==> src/rtl/cache_return_pkg.sv <==
// ---------------------------------------------------------------------------
// cache_return_pkg
//   Shared definitions for the cache return arbiter: parameter defaults,
//   the buffered entry layout and a small select-width helper.
//   XLEN and CACHE_USER_W fall back to 32 and 4 when the build does not
//   define them.
// ---------------------------------------------------------------------------
`ifndef XLEN
`define XLEN 32
`endif
`ifndef CACHE_USER_W
`define CACHE_USER_W 4
`endif

package cache_return_pkg;

    localparam int DEF_NCH    = 2;
    localparam int DEF_DEPTH  = 4;
    localparam int DEF_DATA_W = 2 * `XLEN;
    localparam int DEF_ID_W   = 8;
    localparam int DEF_USER_W = `CACHE_USER_W;
    localparam int ERROR_W    = 6;

    // One buffered return beat. Field widths follow the package defaults;
    // the arbiter's width parameters are expected to match them.
    typedef struct packed {
        logic [DEF_DATA_W-1:0] rdata;
        logic [DEF_ID_W-1:0]   id;
        logic [DEF_USER_W-1:0] user;
        logic [ERROR_W-1:0]    error;
        logic                  mmio;
    } entry_t;

    // Width of a channel index; a single channel still gets one bit.
    function automatic int sel_w(input int n);
        return (n > 1) ? $clog2(n) : 1;
    endfunction

endpackage

==> src/rtl/cache_return_fifo.sv <==
// ---------------------------------------------------------------------------
// cache_return_fifo
//   Per-channel DEPTH-entry FIFO of entry_t beats with the head exposed
//   combinationally. The caller must never push when full or pop when empty.
//
//   Ports:
//     clk_i    clock
//     srstn_i  synchronous active-low reset (clears pointers and count)
//     push_i   write wdata_i at the tail
//     pop_i    retire the head entry
//     wdata_i  entry to write
//     head_o   current head entry (valid when ~empty_o)
//     full_o   count == DEPTH (registered state only)
//     empty_o  count == 0
// ---------------------------------------------------------------------------
module cache_return_fifo
    import cache_return_pkg::*;
#(
    parameter int DEPTH = DEF_DEPTH
) (
    input  logic   clk_i,
    input  logic   srstn_i,
    input  logic   push_i,
    input  logic   pop_i,
    input  entry_t wdata_i,
    output entry_t head_o,
    output logic   full_o,
    output logic   empty_o
);

    localparam int PTR_W = $clog2(DEPTH);
    localparam logic [PTR_W:0] FULL_CNT = (PTR_W + 1)'(DEPTH);

    logic [PTR_W-1:0] wr_ptr_q;
    logic [PTR_W-1:0] rd_ptr_q;
    logic [PTR_W:0]   count_q;
    entry_t           mem_q [DEPTH];

    // NOTE: state registers use non-blocking assignments so every flop
    // samples the pre-edge values, independent of statement order.
    always_ff @(posedge clk_i) begin
        if (!srstn_i) begin
            wr_ptr_q <= '0;
            rd_ptr_q <= '0;
            count_q  <= '0;
        end else begin
            // DEPTH is a power of two, so the pointers wrap on overflow.
            if (push_i) wr_ptr_q <= wr_ptr_q + PTR_W'(1);
            if (pop_i)  rd_ptr_q <= rd_ptr_q + PTR_W'(1);
            case ({push_i, pop_i})
                2'b10:   count_q <= count_q + (PTR_W + 1)'(1);
                2'b01:   count_q <= count_q - (PTR_W + 1)'(1);
                default: count_q <= count_q;
            endcase
        end
    end

    // NOTE: the storage array has no reset; an entry is only ever read
    // after it was written, and leaving it out keeps it plain RAM.
    always_ff @(posedge clk_i) begin
        if (push_i) mem_q[wr_ptr_q] <= wdata_i;
    end

    assign head_o  = mem_q[rd_ptr_q];
    assign full_o  = (count_q == FULL_CNT);
    assign empty_o = (count_q == '0);

endmodule

==> src/rtl/cache_return_arbiter.sv <==
// ---------------------------------------------------------------------------
// cache_return_arbiter
//   Merges NCH cache return channels into one valid/ready return stream.
//   Each channel has its own FIFO; a round-robin arbiter feeds a registered
//   output stage. Beats arriving at a full FIFO are dropped and flagged in
//   a sticky per-channel overflow bit.
//
//   Optional feature: define CACHE_RETURN_MMIO_PRIO_EN to grant channels
//   whose head beat has mmio=1 ahead of all others (round-robin among them).
//   Without it, mmio is carried as payload only.
//
//   Ports:
//     clk_i, srstn_i           clock, synchronous active-low reset
//     ch_valid_i / ch_ready_o  per-channel handshake (ready = FIFO not full)
//     ch_rdata_i, ch_id_i,     per-channel payload, packed channel-major
//     ch_user_i, ch_error_i,
//     ch_mmio_i
//     valid_o / ready_i        merged return handshake
//     rdata_o, id_o, user_o,   merged payload
//     error_o, mmio_o
//     ch_o                     source channel of the merged beat
//     overflow_o               sticky per-channel drop flag
// ---------------------------------------------------------------------------
module cache_return_arbiter
    import cache_return_pkg::*;
#(
    parameter  int NCH    = DEF_NCH,
    parameter  int DEPTH  = DEF_DEPTH,
    parameter  int DATA_W = DEF_DATA_W,
    parameter  int ID_W   = DEF_ID_W,
    parameter  int USER_W = DEF_USER_W,
    localparam int CH_W   = sel_w(NCH)
) (
    input  logic                  clk_i,
    input  logic                  srstn_i,
    input  logic [NCH-1:0]        ch_valid_i,
    output logic [NCH-1:0]        ch_ready_o,
    input  logic [NCH*DATA_W-1:0] ch_rdata_i,
    input  logic [NCH*ID_W-1:0]   ch_id_i,
    input  logic [NCH*USER_W-1:0] ch_user_i,
    input  logic [NCH*6-1:0]      ch_error_i,
    input  logic [NCH-1:0]        ch_mmio_i,
    output logic                  valid_o,
    input  logic                  ready_i,
    output logic [DATA_W-1:0]     rdata_o,
    output logic [ID_W-1:0]       id_o,
    output logic [USER_W-1:0]     user_o,
    output logic [5:0]            error_o,
    output logic                  mmio_o,
    output logic [CH_W-1:0]       ch_o,
    output logic [NCH-1:0]        overflow_o
);

    logic [NCH-1:0] push;
    logic [NCH-1:0] pop;
    logic [NCH-1:0] full;
    logic [NCH-1:0] empty;
    entry_t         wdata [NCH];
    entry_t         head  [NCH];

    logic [NCH-1:0]  req;
    logic            found;
    logic [CH_W-1:0] grant;
    logic [CH_W-1:0] cand;
    logic            load;

    logic            valid_q;
    entry_t          out_q;
    logic [CH_W-1:0] ch_q;
    logic [CH_W-1:0] last_grant_q;
    logic [NCH-1:0]  overflow_q;

    // ---------------------------------------------------------------- FIFOs
    for (genvar c = 0; c < NCH; c++) begin : g_ch
        assign wdata[c] = '{
            rdata: ch_rdata_i[c*DATA_W +: DATA_W],
            id:    ch_id_i[c*ID_W +: ID_W],
            user:  ch_user_i[c*USER_W +: USER_W],
            error: ch_error_i[c*6 +: 6],
            mmio:  ch_mmio_i[c]
        };

        // Ready comes from the registered count only, so a same-cycle pop
        // never opens a slot in a full FIFO.
        assign push[c] = ch_valid_i[c] & ~full[c];
        assign pop[c]  = load & found & (grant == CH_W'(c));

        cache_return_fifo #(
            .DEPTH (DEPTH)
        ) u_fifo (
            .clk_i   (clk_i),
            .srstn_i (srstn_i),
            .push_i  (push[c]),
            .pop_i   (pop[c]),
            .wdata_i (wdata[c]),
            .head_o  (head[c]),
            .full_o  (full[c]),
            .empty_o (empty[c])
        );
    end

    assign ch_ready_o = ~full;

    // -------------------------------------------------------------- arbiter
    // The output stage accepts a new beat when it is empty or its current
    // beat is leaving this cycle.
    assign load = ~valid_q | ready_i;

    // NOTE: every signal written here gets a default first, so no path can
    // leave it unassigned and infer a latch.
    always_comb begin
        req   = ~empty;
        found = 1'b0;
        grant = '0;
        cand  = '0;
`ifdef CACHE_RETURN_MMIO_PRIO_EN
        begin
            logic [NCH-1:0] mmio_req;
            mmio_req = '0;
            for (int i = 0; i < NCH; i++) begin
                mmio_req[i] = ~empty[i] & head[i].mmio;
            end
            if (|mmio_req) req = mmio_req;
        end
`endif
        // Search starts one past the last granted channel.
        for (int i = 0; i < NCH; i++) begin
            cand = CH_W'((int'(last_grant_q) + 1 + i) % NCH);
            if (!found && req[cand]) begin
                found = 1'b1;
                grant = cand;
            end
        end
    end

    // --------------------------------------------------------- output stage
    always_ff @(posedge clk_i) begin
        if (!srstn_i) begin
            valid_q      <= 1'b0;
            out_q        <= '0;
            ch_q         <= '0;
            last_grant_q <= CH_W'(NCH - 1);
            overflow_q   <= '0;
        end else begin
            overflow_q <= overflow_q | (ch_valid_i & full);
            if (load) begin
                valid_q <= found;
                if (found) begin
                    out_q        <= head[grant];
                    ch_q         <= grant;
                    last_grant_q <= grant;
                end
            end
        end
    end

    assign valid_o    = valid_q;
    assign rdata_o    = out_q.rdata;
    assign id_o       = out_q.id;
    assign user_o     = out_q.user;
    assign error_o    = out_q.error;
    assign mmio_o     = out_q.mmio;
    assign ch_o       = ch_q;
    assign overflow_o = overflow_q;

endmodule

==> config.mk <==
export PLATFORM = sky130hd
export DESIGN_NAME = cache_return_arbiter
export DESIGN_NICKNAME = d
export VERILOG_FILES = /design/src/rtl/cache_return_pkg.sv /design/src/rtl/cache_return_fifo.sv /design/src/rtl/cache_return_arbiter.sv
export SDC_FILE = /design/constraint.sdc
export NUM_CORES = 1
export LEC_CHECK = 0
export CORE_ASPECT_RATIO = 0.7
export CORE_UTILIZATION = 55
export DETAILED_ROUTE_END_ITERATION = 10
export PLACE_DENSITY = 0.77
export SLEW_MARGIN = 40
export SYNTH_ARGS = -nofsm -noshare
export SYNTH_HDL_FRONTEND = slang
export SYNTH_SLANG_ARGS = --single-unit
==> constraint.sdc <==
create_clock -name clk_i -period 3.3 [get_ports clk_i]
set_input_delay 0.66 -clock clk_i [delete_from_list [all_inputs] [get_ports clk_i]]
set_output_delay 0.66 -clock clk_i [all_outputs]
set_load 0.005 [all_outputs]
=== Word-level counts from Yosys, hierarchy flattened ===
Memory sizes are Yosys's and may differ from the RTL's. A register that Yosys moved wholly into a read port is not among the register bits.
Index checks and enable logic that the tools add are counted.

* Shifts and indexed selects: 0
* Muxes and demuxes: 21
* $add $sub $neg: 10
* Reduce and logical (&&, ||, !) cells: 7
* Magnitude comparators: 3
* Bitwise logic cells: 15
* Multiply operators: 0
* Equal/unequal tests: 6
* Div/mod/pow operators: 0

{| class="wikitable"
|+ Operator list
! kind !! number
|-
| 83-bit two-way mux || 3
|-
| 1-bit two-way mux || 12
|-
| 3-bit one-hot mux with 2 select lines || 2
|-
| 2-bit by 1-bit adder with 2-bit output (second input constant) || 4
|-
| 2-bit two-way mux || 4
|-
| 3-bit by 1-bit adder with 3-bit output (second input constant) || 2
|-
| 3-bit == test (second input constant) || 2
|-
| 3-bit zero test || 2
|-
| 3-bit by 1-bit subtractor with 3-bit output (second input constant) || 2
|-
| 1-bit bitwise AND || 5
|-
| 2-bit by 1-bit == test with 1-bit output (second input constant) || 2
|-
| 2-bit == test (second input constant) || 2
|-
| 1-bit by 2-bit less-than comparator with 1-bit output (second input constant) || 2
|-
| 1-bit inverter || 4
|-
| 2-bit inverter || 2
|-
| 2-bit nonzero test || 2
|-
| 1-bit adder (second input constant) || 2
|-
| 2-bit bitwise AND || 1
|-
| 2-bit >= comparator (second input constant) || 1
|-
| 1-bit inverter with 2-bit output || 1
|-
| 2-bit bitwise OR || 1
|-
| 2-bit AND reduction || 1
|-
| 1-bit logical AND || 1
|-
| 1-bit zero test || 1
|-
| 1-bit bitwise OR || 1
|}

* Bits in registers: 102
* Bits in read-only memories: 0
* Logic and storage cells: 79
* Bits in writable memories: 664
* Output and inout port bits: 89
* Latch bits: 0
* Memories: 2
* Bits of input ports: 171

{| class="wikitable"
|+ Memories
! memory !! words !! bits a word !! rd ports !! clocked after memory_dff !! wr ports !! line !! text
|-
| g_ch[0].u_fifo.mem_q || 4 || 83 || 1 || 1 || 1 || cache_return_fifo.sv:37 || <nowiki>entry_t mem_q [DEPTH];</nowiki>
|-
| g_ch[1].u_fifo.mem_q || 4 || 83 || 1 || 1 || 1 || cache_return_fifo.sv:37 ||
|}

=== Longest topological paths before layout ===
* Word-level depth: 12
* Gate-level depth with buffers: 10
* Gate-level depth less buffers: 9

=== Cells and area by module ===
From an unflattened synthesis, not the netlist that was laid out.

* Cells, all modules: 1473
* Area total of the unflattened synthesis: 29199.3 sq um

{| class="wikitable"
|+ Modules (own cells, without submodules)
! module !! seq. area each (sq um) !! cells an instance !! instances !! area each (sq um)
|-
| cache_return_fifo || 10149.7 || 479 || 2 || 12428.2
|-
| cache_return_arbiter || 1761.7 || 515 || 1 || 4342.9
|}

=== Worst setup path after synthesis ===
No wires, ideal clock.

* Path type: input-to-reg
* From: input ch_valid_i[1]
* To: memory g_ch[1].u_fifo.mem_q[2][0] in the netlist's numbering, enable pin
* Setup time: 0.451 ns
* Path buffers: 0
* Required time: 2.849 ns
* Stages on the path: 1
* Arrival: 2.643 ns
* Slack: 0.206 ns
* Path through: and3_1

* Cells in the longest elaborated chain, start to end: 3

{| class="wikitable"
|+ RTL lines
! what !! line !! text
|-
| from (decl) || cache_return_arbiter.sv:36 || <nowiki>input logic [NCH-1:0] ch_valid_i,</nowiki>
|-
| 1-bit bitwise AND || cache_return_arbiter.sv:85 || <nowiki>assign push[c] = ch_valid_i[c] & ~full[c];</nowiki>
|-
| 1-bit two-way mux || cache_return_fifo.sv:61 || <nowiki>if (push_i) mem_q[wr_ptr_q] <= wdata_i;</nowiki>
|-
| 1-bit two-way mux (not written as such) || cache_return_fifo.sv:61 ||
|-
| to (decl) || cache_return_fifo.sv:37 ||
|}

Every way passes these cells.

=== Worst setup path after layout ===
* From: register g_ch[0].u_fifo.count_q[2]
* To: output ch_ready_o[0]

* Cells in the longest elaborated chain, start to end: 2

{| class="wikitable"
|+ RTL lines
! what !! line !! text
|-
| from (decl) || cache_return_fifo.sv:36 || <nowiki>logic [PTR_W:0] count_q;</nowiki>
|-
| from (signal assigned) || cache_return_fifo.sv:51 || <nowiki>2'b10: count_q <= count_q + (PTR_W + 1)'(1);</nowiki>
|-
| from (signal assigned) || cache_return_fifo.sv:52 || <nowiki>2'b01: count_q <= count_q - (PTR_W + 1)'(1);</nowiki>
|-
| from (signal assigned) || cache_return_fifo.sv:53 || <nowiki>default: count_q <= count_q;</nowiki>
|-
| 3-bit == test || cache_return_fifo.sv:65 || <nowiki>assign full_o = (count_q == FULL_CNT);</nowiki>
|-
| 2-bit inverter || cache_return_arbiter.sv:102 || <nowiki>assign ch_ready_o = ~full;</nowiki>
|-
| to (decl) || cache_return_arbiter.sv:37 || <nowiki>output logic [NCH-1:0] ch_ready_o,</nowiki>
|}

Every way passes these cells.

==> summary.md <==
| Metric | Value |
|---|---|
| Outcome | `complete, no violations` |
| DRT antenna net count | `0` |
| Post-CTS Setup Inserts | `0` |
| Unrepaired setup endpoints after global routing | `no` |
| Final Slew Violations | `0` |
| FF-to-FF path depth | `8` |
| Yosys warning count | `0` |
| R2R setup slack | `0.80 ns` |
| Port buffer count | `259` |
| WP data arrival | `2.00 ns` |
| CP Depth | `2` |
| Die Wd | `271 µm` |
| Initial antenna violation count | `6` |
| Setup Crit Path Kind | `flip-flop to output port` |
| Distinct cells, synth | `33` |
| Worst Setup EP | `ch_ready_o[0]` |
| DRT Wirelength | `62800 µm` |
| FF-to-FF Start | `g_ch[1].u_fifo.count_q[2]$_SDFFE_PN0P_` |
| Critical path's slowest cell | `clkdlybuf4s50_1` |
| DR vias | `between 10000 and 15000` |
| Floorplan row count | `68` |
| Pre-antenna DRT Iters | `6` |
| Slew of the pin with the lowest slew margin | `between 0.8 and 0.9 ns` |
| Root Buffer | `clkbuf_16` |
| Crit-path cells | `or3b_1 -> clkdlybuf4s50_1` |
| Final hold violations | `0` |
| Max-Cap Viols | `0` |
| Post-synth EDFFs | `around 660` |
| Most frequent cells in the layout | `edfxtp_1, clkdlybuf4s50_1, mux4_2` |
| Commonest non-fill, non-tap cell in the layout | `edfxtp_1` |
| CP max FO | `6` |
| Buf+Inv Stages, Crit Path | `1` |
| Worst vdd ir | `roughly 700 µV` |
| Vias in the first global route | `14556` |
| Final worst-path cycle share | `0.805` |
| Critical path launch point type | `flip-flop` |
| CP peak stage delay | `0.54 ns` |
| Routed len/inst | `27.4 µm` |
| Number of synthesized register bits | `770` |
| Residual DRC count | `0` |
| Total grt overflow | `0` |
| Tot Pwr | `between 20 and 30 mW` |
| Final Critical Period | `2.66 ns` |
| Worst relative slew slack | `0.457` |
| Cts bufs inserted | `70` |
| Max Fclk | `approximately 380 MHz` |
| Crit Reg-Reg Endpoint | `g_ch[0].u_fifo.count_q[2]$_SDFFE_PN0P_` |
| Syn Area/Cell | `22.0 µm²` |
| Non-Filler Instances | `2287` |
| Area after DPL | `31700 µm²` |
| Critical path required time | `2.64 ns` |
| CP delay by family, top | `buffers and inverters` |
| Hold path start | `ch_o$_SDFFE_PN0P_` |
| Largest net degree at the start of global routing | `87` |
| Crit. End Element | `output port` |
| Seq/Total Area, Yosys | `0.790` |
| P&R area growth vs syn | `21.5%` |
| Power Density | `between 800 and 900 nW/µm²` |
| Ys async rst share | `0` |
| Clock Path Buffers | `3` |
| HP Class | `flip-flop to flip-flop` |
| IO Count | `260` |
| H-tree Lvls | `3` |
| Chip height | `~190 µm` |
| Synth Instances | `roughly 1300` |
| Global-route wire length before repair | `92800 µm` |
| Post-DP HPWL | `approximately 37000 µm` |
| Initial Util | `0.562` |
| Die ar. | `51700 µm²` |
| CTS tree | `yes` |
| Final instance area | `33900 µm²` |
| Initial DRC Count | `1701` |
| Vias/cell | `6.25` |
| Number of nets in the layout | `~1700` |
| Clk_lat worst skew | `around 0.60 ns` |
| Worst-path clk slew | `0.06 ns` |
| Core ar. | `49700 µm²` |
| # setup viols final | `0` |
| Cts hold-fix bufs | `0` |
| PostCTS Resize Cnt | `0` |
| GPL Wtd Cong | `between 0.7 and 0.8` |
| Synth Flop Type | `edfxtp_1` |
| Setup Skew | `0.0172 ns` |
| GRT Overall Usage | `0.248` |
| Setup TNS | `0 ns` |
| Setup crit start | `g_ch[0].u_fifo.count_q[2]$_SDFFE_PN0P_` |
| Post-Syn Area | `27900 µm²` |
| Share of layout cells above drive strength 1 | `0.198` |
| Clock Sinks | `770` |
| Placed Cells | `2158` |
| Lkg Pwr | `10.8 nW` |
| Synthesized Nets | `1453` |
area by class of cell:
type,count,area [µm²]
tap,665,832
timing repair buffer,298,3190
antenna,3,7.51
inverter,13,51.3
fill,3054,15800
sequential,770,22100
clock buffer,102,2010
multi-input combinational,412,5520
clock inverter,24,244
cells in the mapped netlist, drive strengths merged, types with 3 or more instances:
master	n	share of area
nand2	4	0.00054
xor2	4	0.0013
clkbuf	39	0.0052
xnor2	4	0.0013
ha	10	0.0045
dfxtp	106	0.076
mux4	166	0.13
a21oi	9	0.0016
and3	8	0.0018
or3	3	0.00067
nor2	98	0.013
a222oi	83	0.030
buf	36	0.0067
inv	13	0.0017
edfxtp	664	0.71
state kept, by name, indices dropped and copies added, names as in the netlist, named ones only:
name and cells:
last_grant_q 1, g_ch.u_fifo.count_q 6, overflow_o 2, g_ch.u_fifo.mem_q 664, g_ch.u_fifo.rd_ptr_q 4, g_ch.u_fifo.wr_ptr_q 4, error_o 6, ch_o 1
mmio_o 1, rdata_o 64, valid_o 1, user_o 4, id_o 8
metal layers:
metal,up-vias,track usage,part of all wire
li1,5976,-,-
met1,7504,0.353,0.41
met2,704,0.392,0.49
met3,95,0.0596,0.090
met4,8,0.0601,0.016
met5,-,0,0.00081
per-stage QoR:
stage,hold slack (ns),util,setup WS [ns]
detailed placement,0.483,0.637,0.469
floorplan,0.465,-,0.206
finish,0.492,0.683,0.645
global route,0.532,0.683,0.572
CTS,0.497,0.683,0.611
global placement,0.465,0.637,0.517
worst register-to-register path: stages, from the launching register on:
cell and delay, ns:
dfxtp_1 0.35, nor3_1 0.59, o211a_4 0.27, ha_1 0.19, inv_1 0.06, fa_1 0.37, xor2_1 0.15, or3_1 0.31
a21oi_1 0.14
cells by family after synthesis:
logic type	Yosys count	share of synthesized area
AND/OR/NAND/NOR	123	0.0186
XOR/XNOR	8	0.00251
multiplexers	166	0.134
adder cells (fa/ha/maj)	12	0.00592
AO/OA/AOI/OAI	103	0.0350
buffers and inverters	88	0.0137
flip-flops	770	0.790
power breakdown:
group / switching (mW) / leakage [nW] / internal [mW]
clock network: 3.39 / 1.10 / 4.62
logic: 4.15 / 2.77 / 4.03
registers: 0.844 / 6.97 / 12.1
total: 8.38 / 10.8 / 20.8
how the worst min path moves through the flow:
stage / endpoint / depth (start not counted)
6_report: ch_o$_SDFFE_PN0P_ / 2
5_1_grt: g_ch[0].u_fifo.wr_ptr_q[1]$_SDFFE_PN0P_ / 2
4_1_cts: ch_o$_SDFFE_PN0P_ / 2
3_5_place_dp: ch_o$_SDFFE_PN0P_ / 2
3_3_place_gp: ch_o$_SDFFE_PN0P_ / 2
2_1_floorplan: overflow_o[0]$_SDFF_PN0_ / 2
(Power assumes the default switching activity.)
